**src/rtl/fetch_unit.sv**
```systemverilog
// Instruction fetch stage with IF/ID register and a one-entry skid buffer.
// Latency: one cycle from imem_ack to instruction/valid; one instruction every 2 cycles with 1-cycle memory.
// Backpressure: freeze holds IF/ID; a fetch returning under freeze parks in the skid and fetching pauses until it drains.
module fetch_unit #(
    parameter int ADDR_WIDTH = 32,
    parameter int DATA_WIDTH = 32,
    parameter logic [ADDR_WIDTH-1:0] RESET_PC = '0
) (
    input  logic                  clk,
    input  logic                  rst,
    input  logic                  freeze,
    input  logic                  branch_taken,
    input  logic [ADDR_WIDTH-1:0] branch_addr,
    output logic                  imem_req,
    output logic [ADDR_WIDTH-1:0] imem_addr,
    input  logic                  imem_ack,
    input  logic [DATA_WIDTH-1:0] imem_rdata,
    output logic [ADDR_WIDTH-1:0] pc_out,
    output logic [DATA_WIDTH-1:0] instruction,
    output logic                  valid
);

    typedef enum logic [1:0] {
        S_IDLE = 2'd0,
        S_WAIT = 2'd1,
        S_DROP = 2'd2
    } state_t;

    state_t                  state_q, state_d;
    logic [ADDR_WIDTH-1:0]   pc_q, pc_d;
    logic                    req_q, req_d;
    logic [ADDR_WIDTH-1:0]   addr_q, addr_d;
    logic [ADDR_WIDTH-1:0]   out_pc_q, out_pc_d;
    logic [DATA_WIDTH-1:0]   out_dat_q, out_dat_d;
    logic                    out_vld_q, out_vld_d;
    logic                    skid_vld_q, skid_vld_d;
    logic [DATA_WIDTH-1:0]   skid_dat_q, skid_dat_d;
    logic [ADDR_WIDTH-1:0]   skid_pc_q, skid_pc_d;

    logic [ADDR_WIDTH-1:0]   pc_plus4;
    logic [ADDR_WIDTH-1:0]   br_tgt;
    logic                    unused_br_low;

    assign pc_plus4      = pc_q + ADDR_WIDTH'(4);
    assign br_tgt        = {branch_addr[ADDR_WIDTH-1:2], 2'b00};
    assign unused_br_low = ^branch_addr[1:0];

    assign imem_req    = req_q;
    assign imem_addr   = addr_q;
    assign pc_out      = out_pc_q;
    assign instruction = out_dat_q;
    assign valid       = out_vld_q;

    always_ff @(posedge clk) begin
        if (!rst) begin
            state_q    <= S_IDLE;
            pc_q       <= RESET_PC;
            req_q      <= 1'b0;
            addr_q     <= '0;
            out_pc_q   <= '0;
            out_dat_q  <= '0;
            out_vld_q  <= 1'b0;
            skid_vld_q <= 1'b0;
            skid_dat_q <= '0;
            skid_pc_q  <= '0;
        end else begin
            state_q    <= state_d;
            pc_q       <= pc_d;
            req_q      <= req_d;
            addr_q     <= addr_d;
            out_pc_q   <= out_pc_d;
            out_dat_q  <= out_dat_d;
            out_vld_q  <= out_vld_d;
            skid_vld_q <= skid_vld_d;
            skid_dat_q <= skid_dat_d;
            skid_pc_q  <= skid_pc_d;
        end
    end

    always_comb begin
        state_d    = state_q;
        pc_d       = pc_q;
        req_d      = req_q;
        addr_d     = addr_q;
        out_pc_d   = out_pc_q;
        out_dat_d  = out_dat_q;
        out_vld_d  = out_vld_q;
        skid_vld_d = skid_vld_q;
        skid_dat_d = skid_dat_q;
        skid_pc_d  = skid_pc_q;

        if (branch_taken) begin
            // Flush wins over freeze and ack; an in-flight request must still complete, so it goes to DROP.
            pc_d       = br_tgt;
            out_vld_d  = 1'b0;
            out_dat_d  = '0;
            out_pc_d   = '0;
            skid_vld_d = 1'b0;
            case (state_q)
                S_WAIT: begin
                    if (imem_ack) begin
                        state_d = S_IDLE;
                        req_d   = 1'b0;
                    end else begin
                        state_d = S_DROP;
                    end
                end
                S_DROP: begin
                    if (imem_ack) begin
                        state_d = S_IDLE;
                        req_d   = 1'b0;
                    end
                end
                default: begin
                    state_d = S_IDLE;
                    req_d   = 1'b0;
                end
            endcase
        end else begin
            if (!freeze) begin
                if (skid_vld_q) begin
                    out_dat_d  = skid_dat_q;
                    out_pc_d   = skid_pc_q;
                    out_vld_d  = 1'b1;
                    skid_vld_d = 1'b0;
                end else begin
                    out_vld_d  = 1'b0;
                end
            end

            case (state_q)
                S_IDLE: begin
                    if (!skid_vld_q) begin
                        state_d = S_WAIT;
                        req_d   = 1'b1;
                        addr_d  = pc_q;
                    end
                end
                S_WAIT: begin
                    if (imem_ack) begin
                        pc_d = pc_plus4;
                        if (!freeze || !out_vld_q) begin
                            out_dat_d = imem_rdata;
                            out_pc_d  = pc_plus4;
                            out_vld_d = 1'b1;
                            addr_d    = pc_plus4;
                        end else begin
                            // ID is stalled on a live instruction: park this one and stop fetching.
                            skid_vld_d = 1'b1;
                            skid_dat_d = imem_rdata;
                            skid_pc_d  = pc_plus4;
                            state_d    = S_IDLE;
                            req_d      = 1'b0;
                        end
                    end
                end
                S_DROP: begin
                    if (imem_ack) begin
                        state_d = S_IDLE;
                        req_d   = 1'b0;
                    end
                end
                default: begin
                    state_d = S_IDLE;
                    req_d   = 1'b0;
                end
            endcase
        end
    end

endmodule

```
**config.mk**
```make
export PLATFORM = sky130hd
export DESIGN_NAME = fetch_unit
export DESIGN_NICKNAME = d
export VERILOG_FILES = /design/src/rtl/fetch_unit.sv
export SDC_FILE = /design/constraint.sdc
export NUM_CORES = 1
export LEC_CHECK = 0
export ABC_AREA = 1
export CAP_MARGIN = 40
export CORE_MARGIN = 4
export CORE_UTILIZATION = 47
export DETAILED_ROUTE_END_ITERATION = 10
export PLACE_DENSITY_LB_ADDON = 0.25
export SLEW_MARGIN = 40
export SYNTH_ARGS = -nofsm -noshare
export SYNTH_HDL_FRONTEND = slang
export SYNTH_SLANG_ARGS = --single-unit
```
**constraint.sdc**
```tcl
create_clock -name clk -period 1.9 [get_ports clk]
set_clock_uncertainty 0.1 [all_clocks]
set_input_delay 0.285 -clock clk [delete_from_list [all_inputs] [get_ports clk]]
set_output_delay 0.285 -clock clk [all_outputs]
set_load 0.03 [all_outputs]
```
==> results of run 1 <==
power by group through the flow:
| stage | Sequential, uW | Clock (uW) | Combinational [uW] |
|---|---|---|---|
| 6_report | 4290 | 4030 | 1670 |
| 5_1_grt | 4310 | 4220 | 1800 |
| 4_1_cts | 4280 | 4070 | 1620 |
| 3_5_place_dp | 4370 | 0 | 1610 |
| 3_3_place_gp | 4370 | 0 | 1590 |
| 2_1_floorplan | 4590 | 0 | 628 |
worst min-delay path, cell delays in order:
cell and delay, ps:
buf_2 130, inv_2 120, nor2_4 100, nand3_1 90, inv_1 40
sequential cells by signal (all words and copies together), names as in the netlist:
signal       cells
imem_addr       30
skid_pc_q       30
skid_dat_q      32
valid            1
pc_q            30
imem_req         1
pc_out          32
skid_vld_q       1
instruction     32
state_q          2
what timing repair did:
| action | CTS | global route |
|---|---|---|
| hold buffers | 0 | 0 |
| setup buffers | 0 | 1 |
| endpoints found under the setup margin | 12 | 142 |
| cloned | 0 | 2 |
| pin swaps | 0 | 5 |
| gates resized for setup | 4 | 62 |
area by class of cell:
type	count	area, um^2	area share, %
clock buffers	21	460.4	3.808
clock inverters	11	200.2	1.656
inverters	176	665.6	5.506
multi-input cells	821	4145	34.29
flip-flops and latches	191	3834	31.71
well taps	234	292.8	2.422
repair buffers	241	2492	20.61
layout by cell type, fill, tap and decap left out, types with 4 or more instances in the layout:
master / instances
nand2_1: 220
a21oi_1: 140
dlymetal6s2s_1: 10
a211oi_1: 36
inv_2: 7
o21ai_1: 24
nor2_1: 114
a31oi_1: 9
o211ai_1: 18
xnor2_1: 6
dfxtp_2: 8
clkbuf_16: 19
clkdlybuf4s50_1: 148
nor2_4: 11
o21bai_1: 7
nand3_1: 59
inv_1: 166
o21ai_0: 136
bufinv_16: 5
nand2_2: 4
xor2_1: 8
dfxtp_1: 183
buf_12: 16
buf_4: 57
stage by stage:
step / cells / instance area [um^2]
2_1_floorplan: 1269 / 8897
3_3_place_gp: 1660 / 11230
3_5_place_dp: 1660 / 11230
4_1_cts: 1692 / 11890
5_1_grt: 1695 / 12090
6_report: 1695 / 12090
metal layers:
layer	GRT usage [%]	vias to the layer above	wire length (um)
met5	0	-	0
met4	7.028	0	524
met3	4.329	39	1844
met2	40.76	329	12540
met1	33.39	4105	12240
li1	-	4465	-
how the worst min path moves through the flow:
stage	slack, ps	cells past startpoint	start	end
finish	280	5	rst	pc_out[21]$_SDFF_PP0_
detailed placement	340	2	skid_dat_q[23]$_SDFFE_PN0P_	skid_dat_q[23]$_SDFFE_PN0P_
floorplan	310	2	freeze	skid_vld_q$_SDFF_PP0_
global placement	340	2	skid_dat_q[27]$_SDFFE_PN0P_	skid_dat_q[27]$_SDFFE_PN0P_
CTS	260	5	rst	pc_out[21]$_SDFF_PP0_
global route	300	5	rst	pc_out[11]$_SDFF_PP0_
kinds of logic after synthesis:
logic type                 Yosys count
xor gates and xnor gates            16
and+or+nand+nor                    420
DFF                                191
AOI/OAI and AO/OA                  378
other                                1
adders and majority gates            5
buffers and inverters              257
==> results.toml, run 1 <==
[routing]
vias_per_cell = 5.273
routed_wl_um = 27140
vias = 8938
ant_nets = 0
drc = 0
first_pass_iters = 5
wl_per_cell_um = 16.01
drt-initial-drc-count = 665

[clock_network]
clock_latency_ps = 430
cts_tree = "done"
clkTransAtPathRegs_ps = 70
clockRootBuffer = "clkbuf_16"
clockBufferDepth = 2
cts.sinks = 191
htree_levels = 4
numCtsBuffers = 17

[global_routing]
antenna_found_initial = 0
gr-total-overflow = 0
grtUsageTotal_pct = 24.68
grt_pass1_wl_um = 43060
grt_pass1_vias = 8427
grt_max_degree = 72

[yosys]
synth.most_common_cell = "nand2_1"
synth_edf_count = 0
synth_seq_cells = 191
synthAdderAreaFrac_pct = 0.7034
netlist_top_cells_area = "dfxtp_1, nand2_1, o21ai_0"
yosys.area_share.simple_pct = 19.71
muxShareOfSynthArea_pct = 0
netlist_area_mm2 = 0.008894
synth_top_area_share_pct = 42.99
yosysTopAreaCell = "dfxtp_1"
ys.flop_type = "dfxtp_1"
avgSynthCellArea_um2 = 7.014
synth_top_family_by_area = "compound AO/OA/AOI/OAI gates"
synth_xor_area_share_pct = 1.745
syn_inst = 1268
synth_compound_area_share_pct = 23.34
synth_warnings = 0
synth_commonest_cells = "nand2_1, dfxtp_1, inv_1"
ys_seq_area_share_pct = 42.99
synthArstFlopShare_pct = 0
synth.distinct_cells = 35

[power]
power_frac_seq_pct = 43.0
power.leakage_uw = 0.005033
p_total_uw = 9985
combPwrFrac_pct = 16.7
p_int_uw = 7300
p_per_area_mw_per_mm2 = 825.9
clock_power_share_pct = 40.3
ir_drop_mv = 0.6240
swShare_pct = 26.90
p_sw_uw = 2686

[critical_path]
crit_path_start_kind = "register"
regToRegSetupSlack_ps = 90
r2r-start = "pc_q[9]$_SDFFE_PN0P_"
cp.arrival_ps = 1490
ff2ff_path_depth = 9
crit_family = "buffers and inverters"
reg2reg_to = "skid_pc_q[21]$_SDFFE_PN0P_"
crit_path_max_fanout = 2
critPathSlowestCell = "clkdlybuf4s50_1"
crit_cells = 1
crit_required_ps = 1510
crit_path_end = "imem_addr[6]"
critPathLaunch = "imem_addr[6]$_SDFFE_PN0P_"
end_kind = "output port"
path_class = "reg -> out"
path_cells = "clkdlybuf4s50_1"
cp_num_buf_inv = 1
cpPeakStageDelay_ps = 690

[placement]
port_buffers = 162
hpwlAfterDp_um = 18530
gp_congestion = 0.9388
post-place-ws_ps = -149.2

[finish]
final_layout_size_suffix_gt1_share_pct = 10.68
num_antenna_cells = 0
synthToLayoutAreaGrowth_pct = 35.94
n_fill_cell = 1657
layout.nets = 1522
fin_util_pct = 64.85

[sta]
setup-violations-final = 0
finalMaxSlewViolations = 0
timing_hold_violations_final = 0
fin_ws_ps = 27.13
hold_slack_ps = 284.3
finalSetupTns_ps = 0
fmax_mhz = 533.9
post-route-period-util_pct = 98.57
fin_crit_ps = 1873

[floorplan]
rows = 50
core_mm2 = 0.01864
die_x_um = 145.6
die_area_mm2 = 0.02119
fp.dieH_um = 145.6
initial_core_util_pct = 47.70
num_io_pins = 167

[job]
cap_violations = 0

[outcome]
status = "finished clean"

[hold_path]
hold_class = "in -> reg"
No activity file was read; power rests on OpenSTA's default activity.
==> run 2: changes to the inputs <==
--- a/config.mk
+++ b/config.mk
@@ -8,7 +8,8 @@
 export ABC_AREA = 1
 export CAP_MARGIN = 40
 export CORE_MARGIN = 4
-export CORE_UTILIZATION = 47
+export CORE_UTILIZATION = 57
+export CTS_CLUSTER_SIZE = 12
 export DETAILED_ROUTE_END_ITERATION = 10
 export PLACE_DENSITY_LB_ADDON = 0.25
 export SLEW_MARGIN = 40
==> constraint.sdc (replaced) <==
create_clock -name clk -period 2.4 [get_ports clk]
set_clock_uncertainty 0.1 [all_clocks]
set_input_delay 0.36 -clock clk [delete_from_list [all_inputs] [get_ports clk]]
set_output_delay 0.36 -clock clk [all_outputs]
set_load 0.03 [all_outputs]
==> run 2 against run 1 <==
  * Non-clock buffer count fell by 52
  * Worst hold slack improved by 34 ps
  * Combinational power decreased by 29%
  * Sequential power fell by 21%
  * Die area fell by 17%
  * Flip-flop and latch count is the same
  * Global-route usage grew 3.6 points
  * Critical path depth up 9
  * Largest cell class unchanged
==> results.toml, run 2 (synthesis gave the netlist of run 1 again) <==
[outcome]
status = "finished clean"

[clock_network]
clock_latency_ps = 430
post-cts-setup-buffers = 0
clockBufferDepth = 2
htree_levels = 4
numCtsBuffers = 17
cts_resized = 0
cts_tree = "done"
clkTransAtPathRegs_ps = 70
clockRootBuffer = "clkbuf_16"
cts.sinks = 191
ctsHoldBuffers = 0

[job]
cap_violations = 0

[global_routing]
grtUsageMet3_pct = 4.335
antenna_found_initial = 0
grt_pass1_vias = 8304
grtUsageTotal_pct = 28.31
grt_max_degree = 72
top_usage_layer = "met2"
grt_pass1_wl_um = 41220
gr-total-overflow = 0
use_met2_pct = 45.32
grt.met1_usage_pct = 38.82

[finish]
final_common_cell = "nand2_1"
final_layout_size_suffix_gt1_share_pct = 6.104
synthToLayoutAreaGrowth_pct = 27.45
num_antenna_cells = 0
layout.nets = 1470
layout_common_cells = "nand2_1, dfxtp_1, inv_1, clkdlybuf4s50_1, o21ai_0"
n_fill_cell = 1195

[placement]
post-place-ws_ps = 60.51
hpwlAfterDp_um = 17170
gp_congestion = 0.9696
port_buffers = 162

[routing]
ant_nets = 0
first_pass_iters = 8
wl_per_cell_um = 15.76
vias_per_cell = 5.521
drt-initial-drc-count = 719
vias = 8944
routed_wl_um = 25530
drc = 0

[power]
power.leakage_uw = 0.004457
p_per_area_mw_per_mm2 = 658.3
ir_drop_mv = 0.5332

[floorplan]
fp.dieH_um = 132.9
die_area_mm2 = 0.01767
num_io_pins = 167
rows = 45
core_mm2 = 0.01526
die_x_um = 132.9
initial_core_util_pct = 58.29

[critical_path]
crit_path_max_fanout = 8
reg2reg_to = "imem_addr[6]$_SDFFE_PN0P_"
crit_required_ps = 2650
regToRegSetupSlack_ps = 220
ff2ff_path_depth = 10
end_kind = "register"
crit_path_start_kind = "register"
r2r-start = "state_q[1]$_SDFFE_PN0P_"
path_class = "reg -> reg"
cp.arrival_ps = 2440

[sta]
fin_ws_ps = 219.1
post-route-period-util_pct = 90.87
worstMarginPinSlew_ps = 721.5
fmax_mhz = 458.5
maxSlewHeadroom_pct = 51.90
rsz0062_at_grt = "no"
finalMaxSlewViolations = 0
timing_hold_violations_final = 0
fin_crit_ps = 2181
finalSetupTns_ps = 0
setup-violations-final = 0

[hold_path]
holdPathStages = 5
hold_class = "in -> reg"
hold_path_startpoint = "rst"
min_to = "skid_vld_q$_SDFF_PP0_"
==> run 2: worst max path at each step <==
stage | from | end | slack, ps | cells after the start
detailed placement | branch_taken | instruction[19]$_SDFF_PP0_ | 60 | 6
global placement | branch_taken | instruction[28]$_SDFF_PP0_ | 80 | 6
finish | state_q[1]$_SDFFE_PN0P_ | imem_addr[6]$_SDFFE_PN0P_ | 220 | 10
floorplan | state_q[1]$_SDFFE_PN0P_ | imem_addr[4]$_SDFFE_PN0P_ | 670 | 10
global route | state_q[1]$_SDFFE_PN0P_ | imem_addr[24]$_SDFFE_PN0P_ | 100 | 10
CTS | state_q[1]$_SDFFE_PN0P_ | skid_dat_q[16]$_SDFFE_PN0P_ | 280 | 10
==> run 2: area by class of cell <==
cell class / count / area [um^2] / share of cell area (%)
well taps: 211 / 264.0 / 2.329
flip-flops and latches: 191 / 3824 / 33.73
clock buffers: 18 / 439.2 / 3.875
repair buffers: 189 / 1919 / 16.93
multi-input cells: 821 / 4069 / 35.90
inverters: 176 / 660.6 / 5.828
clock inverters: 14 / 158.9 / 1.402
==> run 2: per-layer routing <==
metal	up-vias	part of all wire, %
li1	4374	-
met2	375	46
met3	56	6.7
met4	0	2.6
met5	-	0
met1	4139	45
==> run 2: per-stage QoR <==
stage          power [uW]  hold slack [ps]  util (%)  std cells  instance area (um^2)
2_1_floorplan        4131            324.5         -       1269                  8897
3_3_place_gp         4619            339.6     70.36       1588                 10740
3_5_place_dp         4633            344.0     70.36       1588                 10740
4_1_cts              7466            299.8     74.28       1620                 11330
5_1_grt              7686            327.7     74.28       1620                 11330
6_report             7462            318.0     74.28       1620                 11330
==> run 2: power breakdown <==
part	switching, uW	internal (uW)
registers	95.3	3300
clock network	1300	1580
logic	722	471
total	2110	5350
==> run 2: critical path, cell delays in order (launching register included) <==
cell	delay, ps
dfxtp_1	390
inv_1	100
ha_1	250
inv_2	90
nor2_1	50
a21oi_1	170
nand3_1	250
inv_1	240
buf_4	190
o21ai_0	100
a21oi_1	180
